`src/rtl/window_pkg.sv`:
```
// window_pkg: shared FSM encoding and window-geometry constants for window_ctrl7.
//   No ports. Provides state_t, WIN_DEFAULT and win_off() (window centre offset).
package window_pkg;
    typedef enum logic [1:0] {IDLE, ACTIVE, DONE} state_t;
    localparam int WIN_DEFAULT = 7;
    function automatic int win_off(input int w);
        return (w - 1) / 2;
    endfunction
endpackage

```
`src/rtl/pos_counter.sv`:
```
// pos_counter: column/row position counter with frame wrap and last-pixel flag.
//   clk, rst      : clock, asynchronous active-low reset
//   en            : advance past the pixel being accepted
//   start         : the pixel being accepted is (0,0)
//   col, row      : position of the next pixel to be accepted
//   pix_col/row   : position of the pixel being accepted this cycle
//   last          : pixel being accepted is the last pixel of the frame
module pos_counter #(
    parameter int W = 640,
    parameter int H = 480,
    localparam int CW = $clog2(W),
    localparam int RW = $clog2(H)
) (
    input  logic          clk,
    input  logic          rst,
    input  logic          en,
    input  logic          start,
    output logic [CW-1:0] col,
    output logic [RW-1:0] row,
    output logic [CW-1:0] pix_col,
    output logic [RW-1:0] pix_row,
    output logic          last
);
    logic col_end, row_end;
    assign pix_col = start ? '0 : col;
    assign pix_row = start ? '0 : row;
    assign col_end = pix_col == CW'(W - 1);
    assign row_end = pix_row == RW'(H - 1);
    assign last    = col_end && row_end;
    // the row also wraps after the last pixel so the counter never leaves the frame
    always_ff @(posedge clk or negedge rst) begin
        if (!rst) begin
            col <= '0;
            row <= '0;
        end else if (en) begin
            col <= col_end ? '0 : pix_col + 1'b1;
            row <= col_end ? (row_end ? '0 : pix_row + 1'b1) : pix_row;
        end
    end
endmodule

```
`src/rtl/window_ctrl7.sv`:
```
// window_ctrl7: frame/window sequencing for a WINxWIN sliding-window row-buffer chain.
//   clk, rst           : clock, asynchronous active-low reset
//   s_valid/s_sof/s_data/s_ready : upstream pixel stream
//   m_ready            : window consumer can accept a window
//   buf_en/buf_din     : shift enable and pixel to the row-buffer chain
//   win_valid/win_col/win_row    : registered window-complete flag and centre position
//   frame_done, err_sync         : one-cycle status pulses
import window_pkg::*;
module window_ctrl7 #(
    parameter int DATA_WIDTH   = 8,
    parameter int IMAGE_WIDTH  = 640,
    parameter int IMAGE_HEIGHT = 480,
    parameter int WIN          = WIN_DEFAULT,
    localparam int CW = $clog2(IMAGE_WIDTH),
    localparam int RW = $clog2(IMAGE_HEIGHT)
) (
    input  logic                  clk,
    input  logic                  rst,
    input  logic                  s_valid,
    input  logic                  s_sof,
    input  logic [DATA_WIDTH-1:0] s_data,
    output logic                  s_ready,
    input  logic                  m_ready,
    output logic                  buf_en,
    output logic [DATA_WIDTH-1:0] buf_din,
    output logic                  win_valid,
    output logic [CW-1:0]         win_col,
    output logic [RW-1:0]         win_row,
    output logic                  frame_done,
    output logic                  err_sync
);
    localparam logic [CW-1:0] C_MIN = CW'(WIN - 1);
    localparam logic [RW-1:0] R_MIN = RW'(WIN - 1);
    localparam logic [CW-1:0] C_OFF = CW'(win_off(WIN));
    localparam logic [RW-1:0] R_OFF = RW'(win_off(WIN));
    state_t        state;
    logic [CW-1:0] col, pix_col;
    logic [RW-1:0] row, pix_row;
    logic          last, win_hit;
    // IDLE swallows pixels but only shifts the start-of-frame pixel into the chain
    assign s_ready = (state == IDLE) || (state == ACTIVE && m_ready);
    assign buf_en  = s_valid && (state == IDLE ? s_sof : state == ACTIVE && m_ready);
    assign buf_din = s_data;
    assign win_hit = buf_en && pix_col >= C_MIN && pix_row >= R_MIN;
    pos_counter #(.W(IMAGE_WIDTH), .H(IMAGE_HEIGHT)) u_pos (
        .clk     (clk),
        .rst     (rst),
        .en      (buf_en),
        .start   (s_sof),
        .col     (col),
        .row     (row),
        .pix_col (pix_col),
        .pix_row (pix_row),
        .last    (last)
    );
    always_ff @(posedge clk or negedge rst) begin
        if (!rst) begin
            state      <= IDLE;
            win_valid  <= 1'b0;
            win_col    <= '0;
            win_row    <= '0;
            frame_done <= 1'b0;
            err_sync   <= 1'b0;
        end else begin
            state      <= (buf_en && last) ? DONE : buf_en ? ACTIVE : (state == DONE) ? IDLE : state;
            frame_done <= buf_en && last;
            // a resync sof restarts the counters; only flag it when not already at (0,0)
            err_sync   <= buf_en && state == ACTIVE && s_sof && (col != '0 || row != '0);
            win_valid  <= win_hit;
            if (win_hit) begin
                win_col <= pix_col - C_OFF;
                win_row <= pix_row - R_OFF;
            end
        end
    end
endmodule

```
`config.mk`:
```
export PLATFORM = sky130hd
export DESIGN_NAME = window_ctrl7
export DESIGN_NICKNAME = d
export VERILOG_FILES = /design/src/rtl/window_pkg.sv /design/src/rtl/pos_counter.sv /design/src/rtl/window_ctrl7.sv
export SDC_FILE = /design/constraint.sdc
export NUM_CORES = 1
export LEC_CHECK = 0
export CAP_MARGIN = 20
export CORE_ASPECT_RATIO = 2
export CORE_MARGIN = 2
export CORE_UTILIZATION = 40
export DETAILED_ROUTE_END_ITERATION = 12
export GPL_ROUTABILITY_DRIVEN = 0
export HOLD_SLACK_MARGIN = 0.02
export PLACE_DENSITY_LB_ADDON = 0.3
export SLEW_MARGIN = 20
export SYNTH_ARGS = -nofsm -noshare
export SYNTH_HDL_FRONTEND = slang
export SYNTH_SLANG_ARGS = --single-unit
```
`constraint.sdc`:
```
create_clock -name clk -period 2.6 [get_ports clk]
set_input_delay 0.65 -clock clk [delete_from_list [all_inputs] [get_ports clk]]
set_output_delay 0.65 -clock clk [all_outputs]
set_load 0.01 [all_outputs]
```
==> results.py <==
metrics = {
    "run": {
        "cap_viol_max_count": 0,
    },
    "timing": {
        "timing.final.ws_setup_ns": 0.0606,
        "timing.final.crit_share_pct": 97.7,
        "fin_skew_ns": 0.00391,
        "rsz0062_at_grt": "false",
        "setup_viol": 0,
        "worstMarginPinSlew_ns": 0.695,
        "fin_tns_setup_ns": 0,
        "fmaxAchievable_mhz": 394,
        "hold_violations": 0,
        "fin_hold_ws_ns": 0.427,
        "slew_headroom_pct": 53.2,
        "min_period_ns": 2.54,
        "final_max_slew_viol_count": 0,
    },
    "yosys": {
        "mappedNetlistNets": 318,
        "ys_ff_latch": 43,
        "synth_flop_cell": "dfrtp_1",
        "synth-async-reset-ratio_pct": 100,
        "ys_types": 60,
        "seq_area_frac_synth_pct": 38.2,
        "syn_inst": 301,
        "synth_edf_count": 0,
        "synth_warnings": 0,
        "post_synth_most_frequent_cells": "dfrtp_1 (43), nand2_1 (37), clkbuf_1 (22)",
        "syn_area_per_cell_um2": 9.35,
        "synth_top_area_cell": "dfrtp_1",
        "yosysTopAreaCellShare_pct": 38.2,
        "synth_most_common_cell": "dfrtp_1",
        "mappedNetlistArea_mm2": 0.00281,
        "ys_top_cells_by_area": "dfrtp_1 (38%), mux2_4 (8.5%), nand2_1 (4.9%), o21ai_0 (3.0%), clkbuf_1 (2.9%)",
    },
    "die": {
        "io_pins": 45,
        "num_rows": 43,
        "start_util_pct": 40.9,
        "coreArea_mm2": 0.00689,
        "die_area_mm2": 0.00776,
        "fp.dieH_um": 123,
        "die_x_um": 63.3,
    },
    "worst_setup_path": {
        "critPathRequiredTime_ns": 1.95,
        "path_max_fanout": 4,
        "cp_top_family": "buffers and inverters",
        "cp-startpoint": "m_ready",
        "cp_cell_sequence": "clkdlybuf4s50_1 -> inv_1 -> a21oi_1 -> clkdlybuf4s50_1",
        "critPathLaunchType": "primary input",
        "critPathMostFrequentCell": "clkdlybuf4s50_1",
        "rr_startpoint": "u_pos.col[8]$_DFFE_PN0P_",
        "worst-path-buf-inv": 3,
        "end_kind": "output pin",
        "criticalPathCategory": "in2out",
        "critPathMaxStageDelay_ns": 0.54,
        "reg2reg_slack_ns": 0.30,
        "worst_ep_arrival_time_ns": 1.89,
        "cp_slowest_cell": "clkdlybuf4s50_1",
    },
    "placement": {
        "hpwl_um": 5430,
        "place_area_mm2": 0.00330,
        "dpl_worst_slack_ns": -0.435,
        "port_buffers": 28,
    },
    "clock_network": {
        "h-tree-depth": 2,
        "cts-buffers-inserted": 5,
        "cts_resized": 2,
        "cts_num_sinks": 43,
        "cts_tree": "built",
        "cts_root_buf": "clkbuf_16",
        "postCtsHoldBufs": 0,
        "cts.clk_slew.worst_paths_ns": 0.06,
        "clk_path_buf_depth": 2,
        "clk_latency_ns": 0.29,
        "cts_setup_buffers": 0,
    },
    "layout": {
        "fin_area_mm2": 0.00343,
        "layout-drive-gt1-share_pct": 20.3,
        "nNetsFinal": 356,
        "insertedDiodeCount": 0,
        "syn2layout_area_growth_pct": 22.1,
    },
    "global_route": {
        "met3_usage_pct": 2.84,
        "grt_max_degree": 44,
        "antenna_found_initial": 0,
        "grt_pass1_wl_um": 12500,
        "use_met2_pct": 39.0,
        "gr-total-overflow": 0,
        "busiest_layer": "met2",
        "grt_usage_pct": 21.0,
        "first_global_vias": 2422,
        "grt_util_met1_pct": 22.9,
    },
    "hold_path": {
        "hp-class": "in2async",
    },
    "power_and_ir_drop": {
        "power_leakage_nw": 1.52,
        "power_mw": 1.49,
        "power_density_mw_per_mm2": 434,
        "ir_drop_v": 0.000374,
    },
    "detailed_routing": {
        "viasPerCell": 5.69,
        "avgRoutedWirePerCell_um": 17.4,
        "antenna_left": 0,
        "drtIter0Drc": 115,
        "vias": 2445,
        "first_pass_iters": 4,
        "wl_um": 7500,
        "drc": 0,
    },
    "run_status": {
        "status": "completed",
    },
}
## flip-flops by register name, indices dropped and copies added (netlist names)
register	count
err_sync	1
win_valid	1
u_pos.col	10
u_pos.row	9
frame_done	1
win_row	9
win_col	10
state	2
## metrics by stage
step | util, % | instances
2_1_floorplan | - | 301
3_3_place_gp | 47.9 | 422
3_5_place_dp | 47.9 | 422
4_1_cts | 49.9 | 430
5_1_grt | 49.9 | 430
6_report | 49.9 | 430
## placed cells by master, fill, tap and decap left out, types with 6 or more instances in the layout
cell type / count
buf_4: 37
inv_1: 10
nand3_1: 7
mux2i_1: 6
a21oi_1: 9
o21ai_0: 17
or4_1: 6
nand2_1: 37
mux2_4: 16
o211ai_1: 7
clkdlybuf4s50_1: 25
dfrtp_1: 43
nor3_1: 12
## metal layers
metal	up-vias	wire, µm
li1	1181	-
met1	1173	2820
met2	74	4130
met3	17	305
met4	0	247
met5	-	0
## layout make-up
| type | instances | area, µm² |
|---|---|---|
| clock inverters | 2 | 12.5 |
| inverters | 11 | 41.3 |
| clock buffers | 6 | 129 |
| flip-flops and latches | 43 | 1080 |
| fillers | 687 | 3450 |
| well taps | 90 | 113 |
| repair buffers | 65 | 547 |
| multi-input cells | 213 | 1520 |
## kinds of logic (layout without fill, tap and decap cells)
group	count (synthesis)	count (layout)	synth area share (%)
AO/OA/AOI/OAI	71	71	17.5
XOR/XNOR	6	6	1.87
adder cells (fa/ha/maj)	4	4	1.78
buffers and inverters	45	84	7.87
flip-flops	43	43	38.2
multiplexers	23	23	11.1
AND/OR/NAND/NOR	109	109	21.7
## final timing paths
| check | to | cells past startpoint |
|---|---|---|
| worst max-delay path | s_ready | 4 |
| worst min-delay path | frame_done$_DFF_PN0_ | 2 |
| worst max register to register | win_row[2]$_DFFE_PN0P_ | 5 |
| worst min register to register | win_row[7]$_DFFE_PN0P_ | 1 |
| max in group asynchronous | win_row[6]$_DFFE_PN0P_ | 2 |
| min in group clk | win_row[7]$_DFFE_PN0P_ | 1 |
## power breakdown
part / switching, mW / internal (mW)
Sequential: 0.0214 / 0.680
Combinational: 0.0954 / 0.0705
Clock: 0.269 / 0.355
Total: 0.386 / 1.10
(Power assumes the default switching activity.)
